--- src/rtl/seg_scan_controller.sv ---
// Time-multiplexed driver for a four-digit LED display sharing one decoder.
// Scans BLANK/SHOW slots per digit and commits new data only on frame boundaries.
module seg_scan_controller #(
  parameter int REFRESH_DIV  = 1000,
  parameter int BLANK_CYCLES = 2
) (
  input  logic        Clk,
  input  logic        Reset,
  input  logic        Load,
  input  logic [15:0] DataIn,
  input  logic [3:0]  DigitEn,
  output logic [3:0]  Nibble,
  output logic [3:0]  DigitSel,
  output logic        Pending,
  output logic        FrameDone
);

  localparam int CNT_RANGE = (REFRESH_DIV > BLANK_CYCLES) ? REFRESH_DIV : BLANK_CYCLES;
  localparam int CNT_W     = (CNT_RANGE > 1) ? $clog2(CNT_RANGE) : 1;

  localparam logic [CNT_W-1:0] SHOW_LAST  = CNT_W'(REFRESH_DIV - 1);
  localparam logic [CNT_W-1:0] BLANK_LAST = CNT_W'((BLANK_CYCLES > 0) ? BLANK_CYCLES - 1 : 0);

  typedef enum logic {
    ST_BLANK = 1'b0,
    ST_SHOW  = 1'b1
  } state_t;

  state_t           state, state_n;
  logic [1:0]       idx, idx_n;
  logic [CNT_W-1:0] cnt, cnt_n;

  logic [15:0] shadow;
  logic [15:0] display, display_n;
  logic        frame_end;
  logic        commit;

  logic [3:0]  nibble_d;
  logic [3:0]  digit_sel_d;

  // ---------------------------------------------------------------------------
  // State register
  // ---------------------------------------------------------------------------
  // NOTE: clocked state uses non-blocking assignments so every register in the
  // design samples pre-edge values, independent of process ordering.
  always_ff @(posedge Clk or posedge Reset) begin
    if (Reset) begin
      state <= ST_BLANK;
      idx   <= 2'd0;
      cnt   <= '0;
    end else begin
      state <= state_n;
      idx   <= idx_n;
      cnt   <= cnt_n;
    end
  end

  // ---------------------------------------------------------------------------
  // Next-state logic
  // ---------------------------------------------------------------------------
  // NOTE: every signal gets a default before the case so no path leaves it
  // unassigned, which would otherwise infer a latch.
  always_comb begin
    state_n = state;
    idx_n   = idx;
    cnt_n   = cnt + CNT_W'(1);
    unique case (state)
      ST_BLANK: begin
        // With zero blanking this state is only ever visited once, after reset.
        if (BLANK_CYCLES == 0 || cnt == BLANK_LAST) begin
          state_n = ST_SHOW;
          cnt_n   = '0;
        end
      end
      ST_SHOW: begin
        if (cnt == SHOW_LAST) begin
          idx_n   = idx + 2'd1;
          cnt_n   = '0;
          state_n = (BLANK_CYCLES == 0) ? ST_SHOW : ST_BLANK;
        end
      end
      default: begin
        state_n = ST_BLANK;
        cnt_n   = '0;
      end
    endcase
  end

  assign frame_end = (state == ST_SHOW) && (cnt == SHOW_LAST) && (idx == 2'd3);
  assign commit    = frame_end && Pending;

  // ---------------------------------------------------------------------------
  // Double-buffered display data: Shadow takes writes any time, Display only
  // moves at frame boundaries so a frame never mixes old and new digits.
  // ---------------------------------------------------------------------------
  always_ff @(posedge Clk or posedge Reset) begin
    if (Reset) begin
      shadow  <= 16'h0000;
      display <= 16'h0000;
      Pending <= 1'b0;
    end else begin
      if (Load) shadow <= DataIn;
      if (commit) display <= shadow;
      // A Load on the boundary re-arms Pending for the freshly captured word.
      if (Load)           Pending <= 1'b1;
      else if (frame_end) Pending <= 1'b0;
    end
  end

  assign display_n = commit ? shadow : display;

  // ---------------------------------------------------------------------------
  // Output decode from next-state values, so the registered outputs line up
  // with the slot the FSM is entering.
  // ---------------------------------------------------------------------------
  always_comb begin
    nibble_d    = display_n[{idx_n, 2'b00} +: 4];
    digit_sel_d = 4'b0000;
    if (state_n == ST_SHOW && DigitEn[idx_n]) digit_sel_d = 4'b0001 << idx_n;
  end

  // Nibble[3] feeds decoder In0 (its MSB), so the digit value passes straight through.
  always_ff @(posedge Clk or posedge Reset) begin
    if (Reset) begin
      Nibble    <= 4'b0000;
      DigitSel  <= 4'b0000;
      FrameDone <= 1'b0;
    end else begin
      Nibble    <= nibble_d;
      DigitSel  <= digit_sel_d;
      FrameDone <= frame_end;
    end
  end

endmodule

--- config.mk ---
export PLATFORM = sky130hd
export DESIGN_NAME = seg_scan_controller
export DESIGN_NICKNAME = d
export VERILOG_FILES = /design/src/rtl/seg_scan_controller.sv
export SDC_FILE = /design/constraint.sdc
export NUM_CORES = 1
export LEC_CHECK = 0
export ABC_AREA = 1
export BUFFER_PORTS_ARGS = -buffer_cell sky130_fd_sc_hd__clkbuf_2
export CAP_MARGIN = 40
export CELL_PAD_IN_SITES_DETAIL_PLACEMENT = 0
export CELL_PAD_IN_SITES_GLOBAL_PLACEMENT = 1
export CORE_ASPECT_RATIO = 0.5
export CORE_MARGIN = 2
export CORE_UTILIZATION = 34
export DETAILED_ROUTE_END_ITERATION = 8
export GPL_TIMING_DRIVEN = 0
export PLACE_DENSITY = 0.75
export SLEW_MARGIN = 10
export SYNTH_ARGS = -nofsm -noshare
export SYNTH_HDL_FRONTEND = slang
export SYNTH_SLANG_ARGS = --single-unit
--- constraint.sdc ---
create_clock -name Clk -period 1.85 [get_ports Clk]
set_input_delay 0.185 -clock Clk [delete_from_list [all_inputs] [get_ports Clk]]
set_output_delay 0.185 -clock Clk [all_outputs]
set_load 0.1 [all_outputs]
== Yosys cells after proc, flatten, opt, wreduce, memory -nomap -nowiden ==
Cells that the tools add are included.

* Bits in read-only memories: 0
* Bits in writable memories: 0
* Flip-flop bits (word level): 55
* Memories kept: 0
* Word-level logic and storage cells: 37
* Latch bits: 0
* Output and inout port bits: 10
* Input port bits: 23

* Reductions and logical operators: 5
* Eq/ne operators: 3
* Shift-type cells: 2
* Div/mod/pow operators: 0
* Multiplexer cells: 14
* Magnitude comparators: 1
* Bitwise logic cells: 1
* Add/sub/neg operators: 2
* Multiply operators: 0

{| class="wikitable"
|+ Operators by type and width
! operator !! number
|-
| $mux W10 || 2
|-
| $pmux W10 S2 || 1
|-
| $mux W16 || 1
|-
| $shiftx A16 B5 Y4 || 1
|-
| $add A10 B1 Y10 const B || 1
|-
| $eq A10 B1 Y1 const B || 1
|-
| $eq A10 B10 Y1 const B || 1
|-
| $mux W1 || 5
|-
| $logic_and A1 B1 Y1 || 4
|-
| $mux W2 || 2
|-
| $mux W4 || 1
|-
| $shl A1 B2 Y4 const A || 1
|-
| $lt A2 B3 Y1 const B || 1
|-
| $add A2 B1 Y2 const B || 1
|-
| $bmux W1 S2 || 1
|-
| $eq A2 B2 Y1 const B || 1
|-
| $pmux W1 S2 || 1
|-
| $reduce_bool A2 Y1 || 1
|-
| $not A1 Y1 || 1
|}

== Longest topological paths before layout ==
* Word-level depth: 7
* Depth in mapped cells: 15
* Mapped depth without buffers: 14

== Least setup slack after synthesis ==
Ideal clock, no wire load.

* Path type: reg-to-reg
* Start: register Pending
* End: register Nibble[2]
* Data arrival time: 1.882 ns
* Period minus slack after synthesis: 1.946 ns
* Cell stages (with the launch flop): 9
* Data required time: 1.785 ns
* Setup time: 0.065 ns
* Buffers on the path: 2
* Slack: -0.096 ns
* Cells stage by stage: dfrtp_1 -> buf_2 -> clkbuf_1 -> nand3_1 -> nand2_2 -> nand2_1 -> nand2_1 -> inv_2 -> nand2_1

* Longest elaborated chain between the ends: 3

{| class="wikitable"
|+ Ends and longest elaborated chain
! what !! line !! source
|-
| from (decl) || 14 || <nowiki>output logic Pending,</nowiki>
|-
| from (signal assigned) || 100 || <nowiki>Pending <= 1'b0;</nowiki>
|-
| from (signal assigned) || 105 || <nowiki>if (Load) Pending <= 1'b1;</nowiki>
|-
| from (signal assigned) || 106 || <nowiki>else if (frame_end) Pending <= 1'b0;</nowiki>
|-
| $logic_and A1 B1 Y1 || 90 || <nowiki>assign commit = frame_end && Pending;</nowiki>
|-
| $mux W16 || - ||
|-
| named net display_n[10] || 34 || <nowiki>logic [15:0] display, display_n;</nowiki>
|-
| $shiftx A16 B5 Y4 || 117 || <nowiki>nibble_d = display_n[{idx_n, 2'b00} +: 4];</nowiki>
|-
| named net nibble_d[2] || 38 || <nowiki>logic [3:0] nibble_d;</nowiki>
|-
| to (signal assigned) || 129 || <nowiki>Nibble <= nibble_d;</nowiki>
|-
| to (decl) || 12 || <nowiki>output logic [3:0] Nibble,</nowiki>
|}

The timed path passes the listed nets, and every way through them passes these cells.
A chain may end at the register's enable or synchronous reset.

== Worst setup path in the final report ==
* Start: register cnt[0]
* End: register Nibble[2]

* Longest elaborated chain between the ends: 6
* Elaborated cells between the ends (all ways): 8
* Classes of those cells: eq/ne (1); shift (1); mux (3); reduce/logical (3)

{| class="wikitable"
|+ Ends and longest elaborated chain
! what !! line !! source
|-
| from (decl) || 31 || <nowiki>logic [CNT_W-1:0] cnt, cnt_n;</nowiki>
|-
| from (signal assigned) || 54 || <nowiki>cnt <= cnt_n;</nowiki>
|-
| $eq A10 B10 Y1 || 89 || <nowiki>assign frame_end = (state == ST_SHOW) && (cnt == SHOW_LAST) && (idx == 2'd3);</nowiki>
|-
| $logic_and A1 B1 Y1 (2 in series) || 89 ||
|-
| named net frame_end || 35 || <nowiki>logic frame_end;</nowiki>
|-
| $logic_and A1 B1 Y1 || 90 ||
|-
| $mux W16 || - ||
|-
| named net display_n[14] || 34 ||
|-
| $shiftx A16 B5 Y4 || 117 ||
|-
| named net nibble_d[2] || 38 ||
|}

The timed path passes the listed nets, and every way through them passes these cells.

==> metrics.md <==
| Metric | Value |
|---|---|
| GRT Overall Usage | `0.1478` |
| CTS Sinks | `55` |
| R2R depth | `15` |
| Synth Net Count | `326` |
| Vias/cell | `4.519` |
| Placed Area | `2851 um2` |
| Share of cells above drive strength 1 | `0.3443` |
| Fillers | `709` |
| Power Density | `691.5 nW/um2` |
| Skew final | `0.008547 ns` |
| Post-synthesis register bit count | `55` |
| Predominant post-synthesis flop cell | `dfrtp_1` |
| P&R area growth vs syn | `30.56%` |
| DRT Pass-1 Iters | `5` |
| Worst-path clk slew | `0.07 ns` |
| H-tree depth | `2` |
| DIE AREA | `8266 um2` |
| Initial drt markers | `149` |
| Endpoints failing setup | `0` |
| Synth area leader | `dfrtp_1` |
| Slew HR | `0.6011` |
| Asr flop ratio synth | `1.000` |
| Mapped Area | `2555 um2` |
| Post-synth top cells | `nand2_1, dfrtp_1, nand2_2, nand3_1, inv_1` |
| Crit path DAT | `2.06 ns` |
| CP startpoint kind | `register` |
| CP Data Required Time | `2.08 ns` |
| Total power | `2.307 mW` |
| Clock root buffer | `clkbuf_16` |
| Ant. Diodes | `0` |
| Max-slew violation count | `0` |
| Synth top area share | `0.5387` |
| # IOs | `33` |
| Yosys Warn Count | `0` |
| Crit path kind | `register to register` |
| Synth area leaders | `dfrtp_1, nand2_1, nand2_2` |
| Count leader, synth | `nand2_1` |
| Placed insts | `428` |
| HP Class | `input port to register` |
| Wire per inst | `12.33 um` |
| Max frequency | `545.0 MHz` |
| Routed Antenna Nets | `0` |
| First-pass GRT wire length | `9639 um` |
| Final Hold Viols | `0` |
| R2R setup slack | `0.01 ns` |
| Fin crit share | `0.9919` |
| Remaining global-route overflow | `0` |
| Syn avg cell area | `8.516 um2` |
| IO Port Bufs | `31` |
| Sequential-to-total area share from yosys stat | `0.5387` |
| GP Congestion | `0.8154` |
| CTS tree | `done` |
| Pin count of the biggest net entering global routing | `30` |
| Initial Utilization | `0.3503` |
| Vias in the first global route | `2039` |
| Leak pwr | `1.734 nW` |
| Netlist cell types | `28` |
| Non-Filler Instances | `462` |
| # rows | `22` |
| Crit Path Max Fanout | `5` |
| CP startpoint | `cnt[0]` |
| Final instance area | `3336 um2` |
| Worst r2r src | `cnt[0]` |
| TritonCTS Buffers | `5` |
| Drt drc | `0` |
| Core ar. | `7295 um2` |
| Hpwl dp | `3886 um` |
| Max Cap Viol | `0` |
| Slew @ Worst Pin | `0.5974 ns` |
| Chip width | `126.6 um` |
| Critical path capture point | `Nibble[2]` |
| Minimum clock period | `1.835 ns` |
| Initial antenna violation count | `0` |
| Clk Latency, worst-skew pair | `0.29 ns` |
| Status | `complete, no violations` |
| RSZ-0062 raised after global routing | `yes` |
| Die H | `65.30 um` |
| Fin nets | `391` |
| Crit. End Element | `register` |
| Worst R2R End | `Nibble[2]` |
| Post-synth EDFFs | `0` |
| Max VDD drop | `0.3600 mV` |
| Synth Instances | `300` |
| Vias | `2088` |
| Final wirelength | `5696 um` |
| CTS Buffer Depth | `2` |
[placed cells by master (no fill, tap or decap)]
cell             n
nand2_1        108
dfrtp_1         53
clkbuf_2        31
nand2_2         27
inv_1           21
buf_4           21
nand3_1         17
nor2_1          13
nand3_2          7
clkbuf_1         5
nor2_4           5
inv_2            5
clkbuf_16        5
nor2_2           4
buf_6            4
nand4_1          4
nor3_1           4
nand2_4          3
clkinv_4         3
nor3b_1          3
o21ai_0          3
dfrtp_2          2
buf_12           2
nor4_1           2
ha_1             2
clkinv_1         1
nand3_4          1
nor2_8           1
buf_2            1
nand4_2          1
xor2_1           1
a31oi_1          1
a21oi_1          1
o21ai_4          1
ha_4             1
buf_16           1
dlygate4sd3_1    1
[area by class of cell]
cell class              count  area, um2  area share
flip-flops and latches     55       1379      0.4134
clock buffers               6      128.9     0.03863
repair buffers             58      404.1      0.1212
plain buffers               7      51.30     0.01538
clock inverters             2      17.52    0.005251
well taps                  96      120.1     0.03601
multi-input cells         210       1125      0.3372
inverters                  28      110.1     0.03301
[worst max-delay path: stages, from the launching register on]
cell and delay, ns:
dfrtp_1 0.40, ha_4 0.17, nand2_4 0.06, clkinv_4 0.07, nand2_4 0.04, nor2_4 0.12
nand3_4 0.11, nor2_8 0.12, buf_6 0.13, buf_6 0.13, nand3_2 0.07, nand2_2 0.12
nand2_1 0.05, nand2_1 0.08, inv_1 0.04, nand2_1 0.05
[per-layer routing]
metal,global-route usage,share of wire
met1,0.2044,0.50
met2,0.2266,0.45
met3,0.03502,0.032
met4,0.05769,0.015
met5,0,0
[power breakdown]
part	switching (mW)	internal, mW	leakage [nW]
combinational	0.0715	0.0401	0.959
clock	0.433	0.508	0.0710
sequential	0.0205	1.23	0.703
[logic make-up after synthesis]
group | Yosys count | synth area share
adders and majority gates | 3 | 0.01469
and+or+nand+nor | 200 | 0.3683
AOI/OAI and AO/OA | 6 | 0.01665
DFF | 55 | 0.5387
xor gates and xnor gates | 1 | 0.003429
buffers and inverters | 35 | 0.05827
[metrics by stage]
stage                     hold slack, ns  utilization  setup slack, ns  TNS [ns]
after floorplan                   0.2974            -           0.1167         0
after global placement            0.3876       0.3882          -0.4494    -16.23
after detailed placement          0.2741       0.3909          -0.1103   -0.3975
after CTS                        0.08412       0.4437        -0.004063  -0.01021
after global routing             0.09677       0.4573          -0.1258   -0.5844
final                            0.08072       0.4573          0.01498         0
[worst min-delay path by stage]
stage	end	start	cells after the start
2_1_floorplan	shadow[3]	DataIn[3]	2
3_3_place_gp	shadow[5]	DataIn[5]	3
3_5_place_dp	cnt[0]	Reset	2
4_1_cts	shadow[3]	DataIn[3]	3
5_1_grt	shadow[3]	DataIn[3]	3
6_report	shadow[3]	DataIn[3]	3
[state kept, by name, indices dropped and copies added (netlist names)]
register / cells
display: 16
shadow: 16
cnt: 10
DigitSel: 4
Nibble: 4
idx: 2
FrameDone: 1
Pending: 1
state: 1
[repair_timing]
action,4_1_cts,5_1_grt
setup buffers,17,6
endpoints found under the setup margin,4,9
resized for setup,18,14
hold endpoints to repair,26,0
gates cloned,2,0
pin swaps,15,11
hold buffers,1,0
Power figures use the tool's default switching activity.
